## src/rtl/sdiv_seq.sv

```systemverilog
// Signed restoring divider: one quotient bit per clock, go/rdy handshake.
// Unsigned magnitude core with a single conditional negate per output on completion.
module sdiv_seq #(
  parameter int WIDTH = 16
) (
  input  logic             clk,
  input  logic             rst_n,
  input  logic             go,
  input  logic [WIDTH-1:0] dividend,
  input  logic [WIDTH-1:0] divisor,
  output logic             busy,
  output logic             rdy,
  output logic [WIDTH-1:0] quotient,
  output logic [WIDTH-1:0] remainder,
  output logic             ovf,
  output logic             div_by_zero
);

  localparam int CNT_W = $clog2(WIDTH + 1);

  typedef enum logic [1:0] {IDLE, DIV, FIX} state_t;

  state_t state, state_nxt;

  logic [WIDTH:0]   prem;
  logic [WIDTH-1:0] dvd_sh;
  logic [WIDTH-1:0] dsr_mag;
  logic [CNT_W-1:0] cnt;
  logic             q_neg, r_neg, dbz_pend, ovf_pend;

  logic [WIDTH-1:0] dvd_mag_in, dsr_mag_in;
  logic [WIDTH+1:0] shifted, trial;
  logic [WIDTH-1:0] rem_src, q_fix, r_fix;

  always_comb begin
    dvd_mag_in = dividend[WIDTH-1] ? -dividend : dividend;
    dsr_mag_in = divisor[WIDTH-1]  ? -divisor  : divisor;
    shifted    = {prem, dvd_sh[WIDTH-1]};
    trial      = shifted - {2'b00, dsr_mag};
    // On divide-by-zero the iteration is skipped, so dvd_sh still holds |dividend|.
    rem_src    = dbz_pend ? dvd_sh : prem[WIDTH-1:0];
    q_fix      = dbz_pend ? '1 : (q_neg ? -dvd_sh : dvd_sh);
    r_fix      = r_neg ? -rem_src : rem_src;
  end

  always_ff @(posedge clk or negedge rst_n) begin
    if (!rst_n) state <= IDLE;
    else        state <= state_nxt;
  end

  always_comb begin
    state_nxt = state;
    case (state)
      IDLE: if (go) state_nxt = (divisor == '0) ? FIX : DIV;
      DIV:  if (cnt == CNT_W'(1)) state_nxt = FIX;
      FIX:  state_nxt = IDLE;
      default: state_nxt = IDLE;
    endcase
  end

  always_ff @(posedge clk or negedge rst_n) begin
    if (!rst_n) begin
      prem        <= '0;
      dvd_sh      <= '0;
      dsr_mag     <= '0;
      cnt         <= '0;
      q_neg       <= 1'b0;
      r_neg       <= 1'b0;
      dbz_pend    <= 1'b0;
      ovf_pend    <= 1'b0;
      busy        <= 1'b0;
      rdy         <= 1'b0;
      quotient    <= '0;
      remainder   <= '0;
      ovf         <= 1'b0;
      div_by_zero <= 1'b0;
    end else begin
      case (state)
        IDLE: if (go) begin
          dvd_sh      <= dvd_mag_in;
          dsr_mag     <= dsr_mag_in;
          prem        <= '0;
          q_neg       <= dividend[WIDTH-1] ^ divisor[WIDTH-1];
          r_neg       <= dividend[WIDTH-1];
          dbz_pend    <= (divisor == '0);
          ovf_pend    <= (dividend == {1'b1, {(WIDTH-1){1'b0}}}) && (divisor == '1);
          cnt         <= CNT_W'(WIDTH);
          rdy         <= 1'b0;
          ovf         <= 1'b0;
          div_by_zero <= 1'b0;
          busy        <= 1'b1;
        end
        DIV: begin
          prem   <= trial[WIDTH+1] ? shifted[WIDTH:0] : trial[WIDTH:0];
          dvd_sh <= {dvd_sh[WIDTH-2:0], ~trial[WIDTH+1]};
          cnt    <= cnt - 1'b1;
        end
        FIX: begin
          quotient    <= q_fix;
          remainder   <= r_fix;
          ovf         <= ovf_pend;
          div_by_zero <= dbz_pend;
          rdy         <= 1'b1;
          busy        <= 1'b0;
        end
        default: ;
      endcase
    end
  end

endmodule
```

## config.mk

```make
export PLATFORM = sky130hd
export DESIGN_NAME = sdiv_seq
export DESIGN_NICKNAME = d
export VERILOG_FILES = /design/src/rtl/sdiv_seq.sv
export SDC_FILE = /design/constraint.sdc
export NUM_CORES = 1
export LEC_CHECK = 0
export CORE_ASPECT_RATIO = 1.4
export CORE_UTILIZATION = 43
export DETAILED_ROUTE_END_ITERATION = 12
export PLACE_DENSITY = 0.65
export SLEW_MARGIN = 20
export SYNTH_ARGS = -nofsm -noshare
export SYNTH_HDL_FRONTEND = slang
export SYNTH_SLANG_ARGS = --single-unit
```

## constraint.sdc

```tcl
create_clock -name clk -period 3.03 [get_ports clk]
set_input_delay 0.606 -clock clk [delete_from_list [all_inputs] [get_ports clk]]
set_output_delay 0.606 -clock clk [all_outputs]
set_load 0.05 [all_outputs]
```

==> results of run 1 <==
placed cells by master (no fill, tap or decap), drive strengths merged, types with 5 or more instances in the layout:
cell / n
dfrtp: 96
mux2i: 19
or4: 5
inv: 33
a21oi: 46
nand2: 116
clkbuf: 9
buf: 19
nor4: 5
xnor2: 32
clkdlybuf4s50: 69
o41ai: 6
nor2: 41
nor3: 15
nand2b: 13
o31ai: 14
o21ai: 71
nand3: 24
nor2b: 5
ha: 23
o22ai: 19
o311ai: 14
o211ai: 5
nand4: 7
a22oi: 6
xor2: 37
report_power, final:
part / internal (W) / switching [W] / leakage, nW
logic: 0.00210 / 0.00328 / 1.72
clock network: 0.000574 / 0.000532 / 0.137
registers: 0.00187 / 0.000754 / 1.18
total: 0.00454 / 0.00456 / 3.04
registers in the layout, summed over array words and instances (netlist names):
name and flops:
busy 1, dvd_sh 16, remainder 16, state 2
rdy 1, ovf_pend 1, quotient 16, prem 17
r_neg 1, dsr_mag 16, ovf 1, q_neg 1
cnt 5, dbz_pend 1, div_by_zero 1
routing by layer:
metal  routed length [um]  GRT usage [%]
met3                  587           2.57
met4                  508           9.53
met5                    0              0
met2                 8330           40.1
met1                 6740           25.9
worst max-delay path by stage:
stage,start,to,cells after the start
finish,prem[12],prem[15],9
global route,prem[12],prem[16],8
CTS,prem[1],prem[0],8
detailed placement,prem[1],prem[0],8
global placement,divisor[6],state[0],6
floorplan,dbz_pend,remainder[14],11
metrics by stage:
stage	std cells	total power (W)
2_1_floorplan	729	0.00646
5_1_grt	972	0.00980
6_report	972	0.00910
4_1_cts	972	0.00912
3_3_place_gp	956	0.00788
3_5_place_dp	956	0.00798
Yosys cell counts (13+ instances only):
cell type and n:
nand2_1 116, dfrtp_1 96, o21ai_0 68, a21oi_1 46, nor2_1 41, xor2_1 36, clkbuf_1 35, xnor2_1 31
inv_1 30, nand3_1 24, ha_1 23, mux2i_1 19, o22ai_1 19, nor3_1 14, o31ai_1 14, nand2b_1 13
cell type report:
| class | count | area share, % |
|---|---|---|
| Multi-Input combinational cell | 557 | 47.6 |
| Inverter | 30 | 1.53 |
| Clock buffer | 9 | 3.05 |
| Tap cell | 185 | 3.14 |
| Timing Repair Buffer | 88 | 11.3 |
| Clock inverter | 7 | 0.882 |
| Sequential cell | 96 | 32.5 |
kinds of logic (layout without fill, tap and decap cells):
logic type	count (synthesis)	count (layout)	synth area share (%)
and+or+nand+nor	238	238	17.4
muxes	19	19	3.06
xor gates and xnor gates	69	69	9.98
DFF	96	96	38.7
AOI/OAI and AO/OA	207	207	21.0
adders and majority gates	24	24	4.96
buffers and inverters	76	134	4.92
==> impl_metrics.ini, run 1 <==
[critical_path]
worstPathArrival_ns = 2.98
r2r_setup_slack_ns = 0.26
required_ns = 3.25
critPathBufInv = 1
path_cells = ha_1 -> nand4_2 -> nor4b_2 -> o21ai_1 -> o211ai_2 -> xor2_2 -> buf_4 -> mux2i_1 -> o22ai_1
end_kind = flip-flop
cp_top_family = compound AO/OA/AOI/OAI gates
crit_fanout = 8
worstSetupStartpointType = flip-flop
reg2reg_depth = 9
crit_type = flip-flop to flip-flop
cp_slowest_stage_delay_ns = 0.47
cp_slowest_cell = ha_1
r2r-end = prem[15]
r2r-start = prem[12]

[final_layout]
multi_input_area_sq_um = 3510
nFillCells = 1323
diodes = 0
final_area_sq_um = 7380
nNetsFinal = 841
post-route-util_pct = 52.8
area_delta_synth_final_pct = 18.9
layout-drive-gt1-share_pct = 5.59
seq_area_sq_um = 2400

[floorplan]
core_sq_um = 14000
fp.dieArea_sq_um = 14900
dieHeight_um = 144
rows = 51
die_x_um = 104
num_io_pins = 71
initial_core_util_pct = 44.4

[grt]
grt_max_degree = 49
grt_pass1_vias = 5266
antenna_found_initial = 0
grt_pass1_wl_um = 25900
track_usage_pct = 21.9
grt.overflow.total = 0

[logic_synthesis]
synth_edf_count = 0
synthCells = 729
ys_ff_latch = 96
syn_area_sq_um = 6210
syn_area_per_cell_sq_um = 8.51
synthDistinctLibCells = 58
yosys_warnings = 0
yosys.area.top_type = dfrtp_1
synth_area_leaders = dfrtp_1, nand2_1, o21ai_0
yosysTopAreaCellShare_pct = 38.7
ys.flop_type = dfrtp_1
synth_async_sr_flop_share_pct = 100
yosysSeqAreaShare_pct = 38.7
synth_nets = 788

[placed_design]
globalplace.congestion = 0.900
portBuffers = 70
dpl.hpwl_um = 12300
place_area_sq_um = 7080
dp_slack_ns = 0.132

[timing]
setup_viol = 0
worst_slew_pin_slew_ns = 0.836
fin_ws_ns = 0.262
slew_headroom_pct = 44.1
rsz0062_at_grt = no
fmaxAchievable_mhz = 361
fin_skew_ns = 0.0114
maxSlewViolCount = 0
tns_ns = 0
hold_viol = 0
layout_min_cycle_time_ns = 2.77
holdWs_ns = 0.274
finalCritPeriodShare_pct = 91.3

[clock_tree]
cts-root-buf = clkbuf_16
path_clk_slew_ns = 0.08
cts_resized = 0
cts_hold_buf = 0
cts_buffers = 9
worst_skew_pair.late_latency_ns = 0.34
post_cts_buffers = 0
cts.sinks = 96
cts_buffer_depth = 2
cts_tree = built
htreeDepth = 3

[routing]
drc = 0
wl_per_cell_um = 16.6
viasPerCell = 5.63
drtAntennaViolNets = 0
drt_iter0_markers = 249
vias = 5474
first_pass_iters = 4
finalWirelength_um = 16200

[job]
cap_violations = 0

[power]
power_density_nw_per_um2 = 1230
p_leak_nw = 3.04
max-vdd-ir-drop_mv = 0.492

[outcome]
status = completed

[worst_hold_path]
min_path_type = input port to asynchronous set/reset pin
Note: power is estimated with default switching activity, not from simulation.
==> run 2: changes to the inputs <==
--- a/config.mk
+++ b/config.mk
@@ -8,6 +8,7 @@
 export CORE_ASPECT_RATIO = 1.4
 export CORE_UTILIZATION = 43
 export DETAILED_ROUTE_END_ITERATION = 12
+export GPL_TIMING_DRIVEN = 1
 export PLACE_DENSITY = 0.65
 export SLEW_MARGIN = 20
 export SYNTH_ARGS = -nofsm -noshare
==> results of run 2 <==
Same layout as run 1: the final DEF is identical, and so are final timing and power.
